<file path="config.mk">
export PLATFORM = sky130hd
export DESIGN_NAME = uart_rx
export DESIGN_NICKNAME = d
export VERILOG_FILES = /design/src/rtl/uart_rx.sv
export SDC_FILE = /design/constraint.sdc
export NUM_CORES = 1
export LEC_CHECK = 0
export CORE_MARGIN = 4
export CORE_UTILIZATION = 30
export CTS_CLUSTER_DIAMETER = 200
export DETAILED_ROUTE_END_ITERATION = 16
export GPL_ROUTABILITY_DRIVEN = 0
export PLACE_DENSITY_LB_ADDON = 0.15
export SLEW_MARGIN = 20
export SYNTH_ARGS = -nofsm -noshare
export SYNTH_HDL_FRONTEND = slang
export SYNTH_SLANG_ARGS = --single-unit
</file>
<file path="constraint.sdc">
create_clock -name clk -period 2.1 [get_ports clk]
set_clock_uncertainty 0.05 [all_clocks]
set_input_delay 0.525 -clock clk [delete_from_list [all_inputs] [get_ports clk]]
set_output_delay 0.525 -clock clk [all_outputs]
set_load 0.01 [all_outputs]
</file>
<file path="src/rtl/uart_rx.sv">
// -----------------------------------------------------------------------------
// uart_rx -- 8N1 serial receiver, LSB first, line idles high.
//
// Finds the falling edge of a start bit, then re-checks the line half a bit
// later to reject glitches. Each data bit is sampled in the middle of its bit
// period, and the stop bit is checked last. A good frame updates rx_data and
// pulses rx_valid. A low stop bit pulses frame_err, and the receiver then
// waits in BREAK until the line goes high again.
//
// Parameters
//   CLKS_PER_BIT : clk cycles per serial bit (>= 4)
//
// Ports
//   clk       in   system clock, rising edge
//   reset     in   synchronous reset, active low
//   rx        in   asynchronous serial line
//   rx_data   out  [7:0] last correctly framed byte, held until next good frame
//   rx_valid  out  one-cycle pulse when rx_data is updated
//   frame_err out  one-cycle pulse when the stop bit is sampled low
//   busy      out  high while the receiver is not idle
// -----------------------------------------------------------------------------
module uart_rx #(
   parameter int CLKS_PER_BIT = 868
) (
   input  logic       clk,
   input  logic       reset,
   input  logic       rx,
   output logic [7:0] rx_data,
   output logic       rx_valid,
   output logic       frame_err,
   output logic       busy
);

   localparam int CW = (CLKS_PER_BIT > 1) ? $clog2(CLKS_PER_BIT) : 1;
   localparam logic [CW-1:0] CNT_BIT  = CW'(CLKS_PER_BIT - 1);
   localparam logic [CW-1:0] CNT_HALF = CW'(CLKS_PER_BIT / 2 - 1);

   typedef enum logic [2:0] {
      S_IDLE  = 3'd0,
      S_START = 3'd1,
      S_DATA  = 3'd2,
      S_STOP  = 3'd3,
      S_BREAK = 3'd4
   } state_t;

   state_t          r_state;
   state_t          w_state_nxt;
   logic            r_rx_meta;
   logic            r_rx_sync;
   logic [CW-1:0]   r_clk_cnt;
   logic [2:0]      r_bit_idx;
   logic [7:0]      r_shift;

   logic            w_cnt_clr;
   logic            w_sample;
   logic            w_good;
   logic            w_err;
   logic            w_at_bit;
   logic            w_at_half;
   logic            w_enter_data;

   assign w_at_bit     = (r_clk_cnt == CNT_BIT);
   assign w_at_half    = (r_clk_cnt == CNT_HALF);
   assign w_enter_data = (r_state != S_DATA) && (w_state_nxt == S_DATA);

   // State register
   always_ff @(posedge clk) begin
      if (!reset) r_state <= S_IDLE;
      else        r_state <= w_state_nxt;
   end

   // Next-state logic and datapath strobes. The counter is held at zero in
   // IDLE and BREAK, so it never runs past CLKS_PER_BIT-1.
   always_comb begin
      w_state_nxt = r_state;
      w_cnt_clr   = 1'b0;
      w_sample    = 1'b0;
      w_good      = 1'b0;
      w_err       = 1'b0;
      case (r_state)
         S_IDLE: begin
            w_cnt_clr = 1'b1;
            if (!r_rx_sync) w_state_nxt = S_START;
         end
         S_START: begin
            // Mid start bit: confirm that the line is still low, or drop it as a glitch
            if (w_at_half) begin
               w_cnt_clr   = 1'b1;
               w_state_nxt = r_rx_sync ? S_IDLE : S_DATA;
            end
         end
         S_DATA: begin
            if (w_at_bit) begin
               w_cnt_clr = 1'b1;
               w_sample  = 1'b1;
               if (r_bit_idx == 3'd7) w_state_nxt = S_STOP;
            end
         end
         S_STOP: begin
            if (w_at_bit) begin
               w_cnt_clr = 1'b1;
               if (r_rx_sync) begin
                  w_good      = 1'b1;
                  w_state_nxt = S_IDLE;
               end else begin
                  w_err       = 1'b1;
                  w_state_nxt = S_BREAK;
               end
            end
         end
         S_BREAK: begin
            // Line held low after a bad stop: ignore it until it returns high
            w_cnt_clr = 1'b1;
            if (r_rx_sync) w_state_nxt = S_IDLE;
         end
         default: begin
            w_cnt_clr   = 1'b1;
            w_state_nxt = S_IDLE;
         end
      endcase
   end

   // Synchronizer, counters, shift register, outputs
   always_ff @(posedge clk) begin
      if (!reset) begin
         r_rx_meta <= 1'b1;
         r_rx_sync <= 1'b1;
         r_clk_cnt <= '0;
         r_bit_idx <= 3'd0;
         r_shift   <= 8'h00;
         rx_data   <= 8'h00;
         rx_valid  <= 1'b0;
         frame_err <= 1'b0;
      end else begin
         r_rx_meta <= rx;
         r_rx_sync <= r_rx_meta;

         if (w_cnt_clr || (w_state_nxt != r_state)) r_clk_cnt <= '0;
         else                                        r_clk_cnt <= r_clk_cnt + 1'b1;

         if (w_enter_data)  r_bit_idx <= 3'd0;
         else if (w_sample) r_bit_idx <= r_bit_idx + 3'd1;

         if (w_sample) r_shift[r_bit_idx] <= r_rx_sync;

         if (w_good) rx_data <= r_shift;
         rx_valid  <= w_good;
         frame_err <= w_err;
      end
   end

   assign busy = (r_state != S_IDLE);

endmodule

</file>
After elaboration in Yosys (flattened, before gate mapping) --
Cells that the tools add are included.
Cells by class: bitwise logic cells 1, add/subtract/negate cells 2, equality and inequality tests 10, $lt $le $gt $ge 2, reductions and logical operators 9, muxes and demuxes 20
Operators with widths (number):
- two-way mux 3 bit | 7
- case mux 3 bit (5 select lines) | 1
- adder 10 x 1 -> 10 bit (second input constant) | 1
- equality test 10 bit (second input constant) | 1
- equality test 10 x 9 -> 1 bit (second input constant) | 1
- equality test 3 x 2 -> 1 bit (second input constant) | 3
- bitwise mux 8 bit | 1
- two-way mux 1 bit | 8
- equality test 3 bit (second input constant) | 2
- OR reduction 2 bit | 3
- < comparator 3 x 4 -> 1 bit (second input constant) | 1
- adder 3 x 1 -> 3 bit (second input constant) | 1
- demux 1 bit (select 3 bit) | 1
- equality test 3 x 1 -> 1 bit (second input constant) | 1
- >= comparator 3 x 1 -> 1 bit (second input constant) | 1
- zero test 3 bit | 1
- inequality test 3 x 2 -> 1 bit (second input constant) | 1
- inequality test 3 bit | 1
- AND reduction 3 bit | 1
- nonzero test 3 bit | 1
- logical AND 1 bit | 2
- two-way mux 2 bit | 1
- case mux 1 bit (2 select lines) | 1
- logical OR 1 bit | 1
- NOT 1 bit | 1
Word-level totals: input bits 3, word-level logic and storage cells 53, register bits 36

Depth between registers and ports, before layout --
depth after elaboration 7, depth in mapped cells 6, depth with buffers taken out 6

Worst setup path before layout --
OpenSTA, ideal clock, no wires.
path type register -> register, start point reg r_clk_cnt[0], end point reg r_shift[0], arrival time 1874 ps, period minus slack after synthesis 2055 ps, buffers on the path 1, library setup time 131 ps, stages on the path, launching flop included 7, setup slack 45 ps, cell sequence dfxtp_1 -> ha_1 -> nand4bb_1 -> or4_4 -> buf_6 -> o311ai_1 -> o41ai_1
On the way: word-level cells in the longest chain between the ends 3
Ends and longest elaborated chain:
- start: declaration | RTL line 50 | logic [CW-1:0] r_clk_cnt;
- start signal: assignment | RTL line 139 | else r_clk_cnt <= r_clk_cnt + 1'b1;
- equality test 10 bit | RTL line 62 | assign w_at_bit = (r_clk_cnt == CNT_BIT);
- two-way mux 1 bit | RTL line 93 | if (w_at_bit) begin
- two-way mux 1 bit | RTL line 80 | case (r_state)
- end signal: indexed assignment | RTL line 144 | if (w_sample) r_shift[r_bit_idx] <= r_rx_sync;
- end: declaration | RTL line 52 | logic [7:0] r_shift;
No other way between the ends. A chain may end at the register's enable or synchronous reset.

Worst setup path in the final report --
start point reg r_state[1], end point reg r_shift[0]
On the way: word-level cells in the longest chain between the ends 2
Ends and longest elaborated chain:
- start: declaration | RTL line 46 | state_t r_state;
- start signal: assignment | RTL line 69 | else r_state <= w_state_nxt;
- equality test 3 x 2 -> 1 bit | RTL line 80
- two-way mux 1 bit | RTL line 80
No other way between the ends.

==> run metrics <==
Mapped Cells 165; Clk Latency, worst-skew pair 280 ps; H-tree levels 2; drt via density 4.655; initial core utilization 31.58%; slew margin rel. 75.37%; gr ovfl total 0; fmax 0.5057 GHz; full die area 6766 µm²; post-CTS setup buffers 0; CTS tree done; Tmin final 1977 ps; Pins Over Slew Limit 0; Power Internal 0.001054 W; GR Util All Layers 10.64%; leak pwr 0.7073 nW; CTS clk-pin slew, worst paths 70 ps; IO Port Bufs 13; clk buf depth 2; kind of critical path flip-flop to flip-flop; crit path DAT 2090 ps; placed inst area 1883 µm²; Final Cycle Share 94.16%; DR WL/cell 12.11 µm; simple-gate share of the synthesized area 27.91%; CTS Root Cell clkbuf_8; Cell variety after synth 41; Critical Path RT 2220 ps; ANT nets after route 0; Pre-Repair DR Iteration Count 4; vias in the first global route 1207; crit-path max FO 9; Cell Rows 26; XOR/XNOR Fraction of Synth Area 4.766%; switching pwr 0.0002689 W; Non-Filler Instances 258; Post-DP HPWL 2.265 mm; Seq cells post-synth 36; crit path capture type flip-flop; commonest non-fill, non-tap cell in the layout dfxtp_1; post-synthesis mux area share 9.682%; commonest non-fill, non-tap cells in the layout dfxtp_1, nor2_1, mux2i_1, nand2_1, clkdlybuf4s50_1; Fin. Hold Viols 0; Post-Syn Nets 172; layout cell share with drive strength beyond 1 15.43%; Setup WS post-layout 122.6 ps; Die X-Extent 82.26 µm; power density over the cells 664.8 nW/µm²; DRT Wirelength 3.125 mm; largest net degree at the start of global routing 12; Net Sw Frac 20.33%; mapped cell area 1654 µm²; DRC viols 0; Max-Cap Viols 0; diode count 0; post-layout util 37.98%; initial antenna violation count 0; unrepaired setup endpoints after global routing no; yosys warns 0; Fillers 518; number of clock sinks 36; Area Growth Syn to Fin 20.27%; FFs w/ async S/R, synth 0%; synthesized area per cell 10.02 µm²; core footprint 5238 µm²; crit path launch type flip-flop; Post-Place Cells 250; setup_tns 0 ps; complex-gate fraction of the synthesized area 6.278%; status finished, final reports clean; HP Class flip-flop to flip-flop; Peak supply drop 0.2839 mV; Logic pwr share 2.8%; number of flops mapped to enable cells by yosys 0; Synth Flop Type dfxtp_1; Sequential Power Share 52.2%; pre-CTS setup slack 150.6 ps; Slew @ Worst Pin 369.0 ps; drt initial violations 79; Die Y 82.26 µm; Clk pwr share 45.0%; largest family of logic cells by synthesized area simple AND/OR/NAND/NOR gates; Via Count 1201; Synth Area in Adders 3.026%; # IOs 14; global-route wire length before repair 5.506 mm; register area share after synthesis 43.57%; cell area after layout 1989 µm²; final-stage net count 194; setup violators final 0; total CTS buffers 5
flip-flops by register name (all words and copies together), names as in the netlist:
name and cells:
r_clk_cnt 10, r_shift 8, rx_data 8, r_bit_idx 3, r_state 3, frame_err 1
r_rx_meta 1, r_rx_sync 1, rx_valid 1
metal layers:
metal | up-vias | global-route usage (%) | wire length (µm)
li1 | 618 | - | -
met1 | 557 | 12.73 | 1538
met2 | 24 | 17.31 | 1417
met3 | 2 | 3.579 | 139
met4 | 0 | 4.485 | 29
met5 | - | 0 | 0
final timing paths:
path         depth (start not counted)  slack (ps)       start    endpoint
min reg2reg                          1         360   r_rx_meta   r_rx_sync
max                                  4         120  r_state[1]  r_shift[0]
max reg2reg                          4         120  r_state[1]  r_shift[0]
min                                  1         360   r_rx_meta   r_rx_sync
cell families after synthesis:
logic type,Yosys count
compound gates,10
xor+xnor,9
fa+ha+maj,4
buf+inv,12
flops,36
mux,16
simple gates,78
repair_timing:
action / in CTS / in global routing
gates resized for setup: 1 / 0
setup endpoints to repair: 1 / 0
hold buffers: 0 / 0
endpoints found under the hold margin: 0 / 0
final cells by class:
type | count | area (µm²) | area share, %
timing repair buffer | 23 | 203.9 | 10.25
clock buffer | 6 | 72.57 | 3.648
tap | 70 | 87.58 | 4.403
multi-input combinational | 117 | 854.6 | 42.96
clock inverter | 2 | 35.03 | 1.761
sequential | 36 | 720.7 | 36.23
inverter | 4 | 15.01 | 0.7547
stage by stage:
step           hold WS, ps  power (W)
5_1_grt              376.6   0.001375
3_5_place_dp         343.7  0.0007448
6_report             356.9   0.001323
2_1_floorplan        336.3  0.0007286
3_3_place_gp         341.6  0.0007450
4_1_cts              359.6   0.001346
power by group through the flow:
stage	Sequential (W)	Combinational (W)	Clock [W]
after floorplan	0.000704	0.0000250	0
after global placement	0.000706	0.0000385	0
after detailed placement	0.000706	0.0000386	0
after CTS	0.000690	0.0000381	0.000618
after global routing	0.000691	0.0000417	0.000642
final	0.000691	0.0000370	0.000595
cell usage after synthesis (2+ instances only):
cell type | instances | area share [%]
nor4_1 | 2 | 0.76
nand4_1 | 3 | 1.1
xor2_1 | 3 | 1.6
nor2b_1 | 2 | 0.76
ha_1 | 4 | 3.0
nor4_4 | 2 | 2.6
nand3_1 | 6 | 1.8
mux2i_1 | 16 | 9.7
and3_1 | 2 | 0.76
xnor2_1 | 6 | 3.2
or3b_2 | 2 | 1.1
dfxtp_1 | 36 | 44
buf_2 | 2 | 0.61
nand2b_1 | 3 | 1.1
nand4b_1 | 4 | 2.1
nand2_1 | 12 | 2.7
nor3b_2 | 2 | 1.5
or4_4 | 2 | 1.4
buf_6 | 3 | 2.0
nor3_1 | 2 | 0.61
inv_1 | 4 | 0.91
nor2_1 | 28 | 6.4
critical path, cell delays in order, from the launching register on:
cell	delay, ps
dfxtp_1	470
or4b_1	480
or4_4	490
o311ai_1	260
o41ai_1	110
Note: power is estimated with default switching activity, not from simulation.
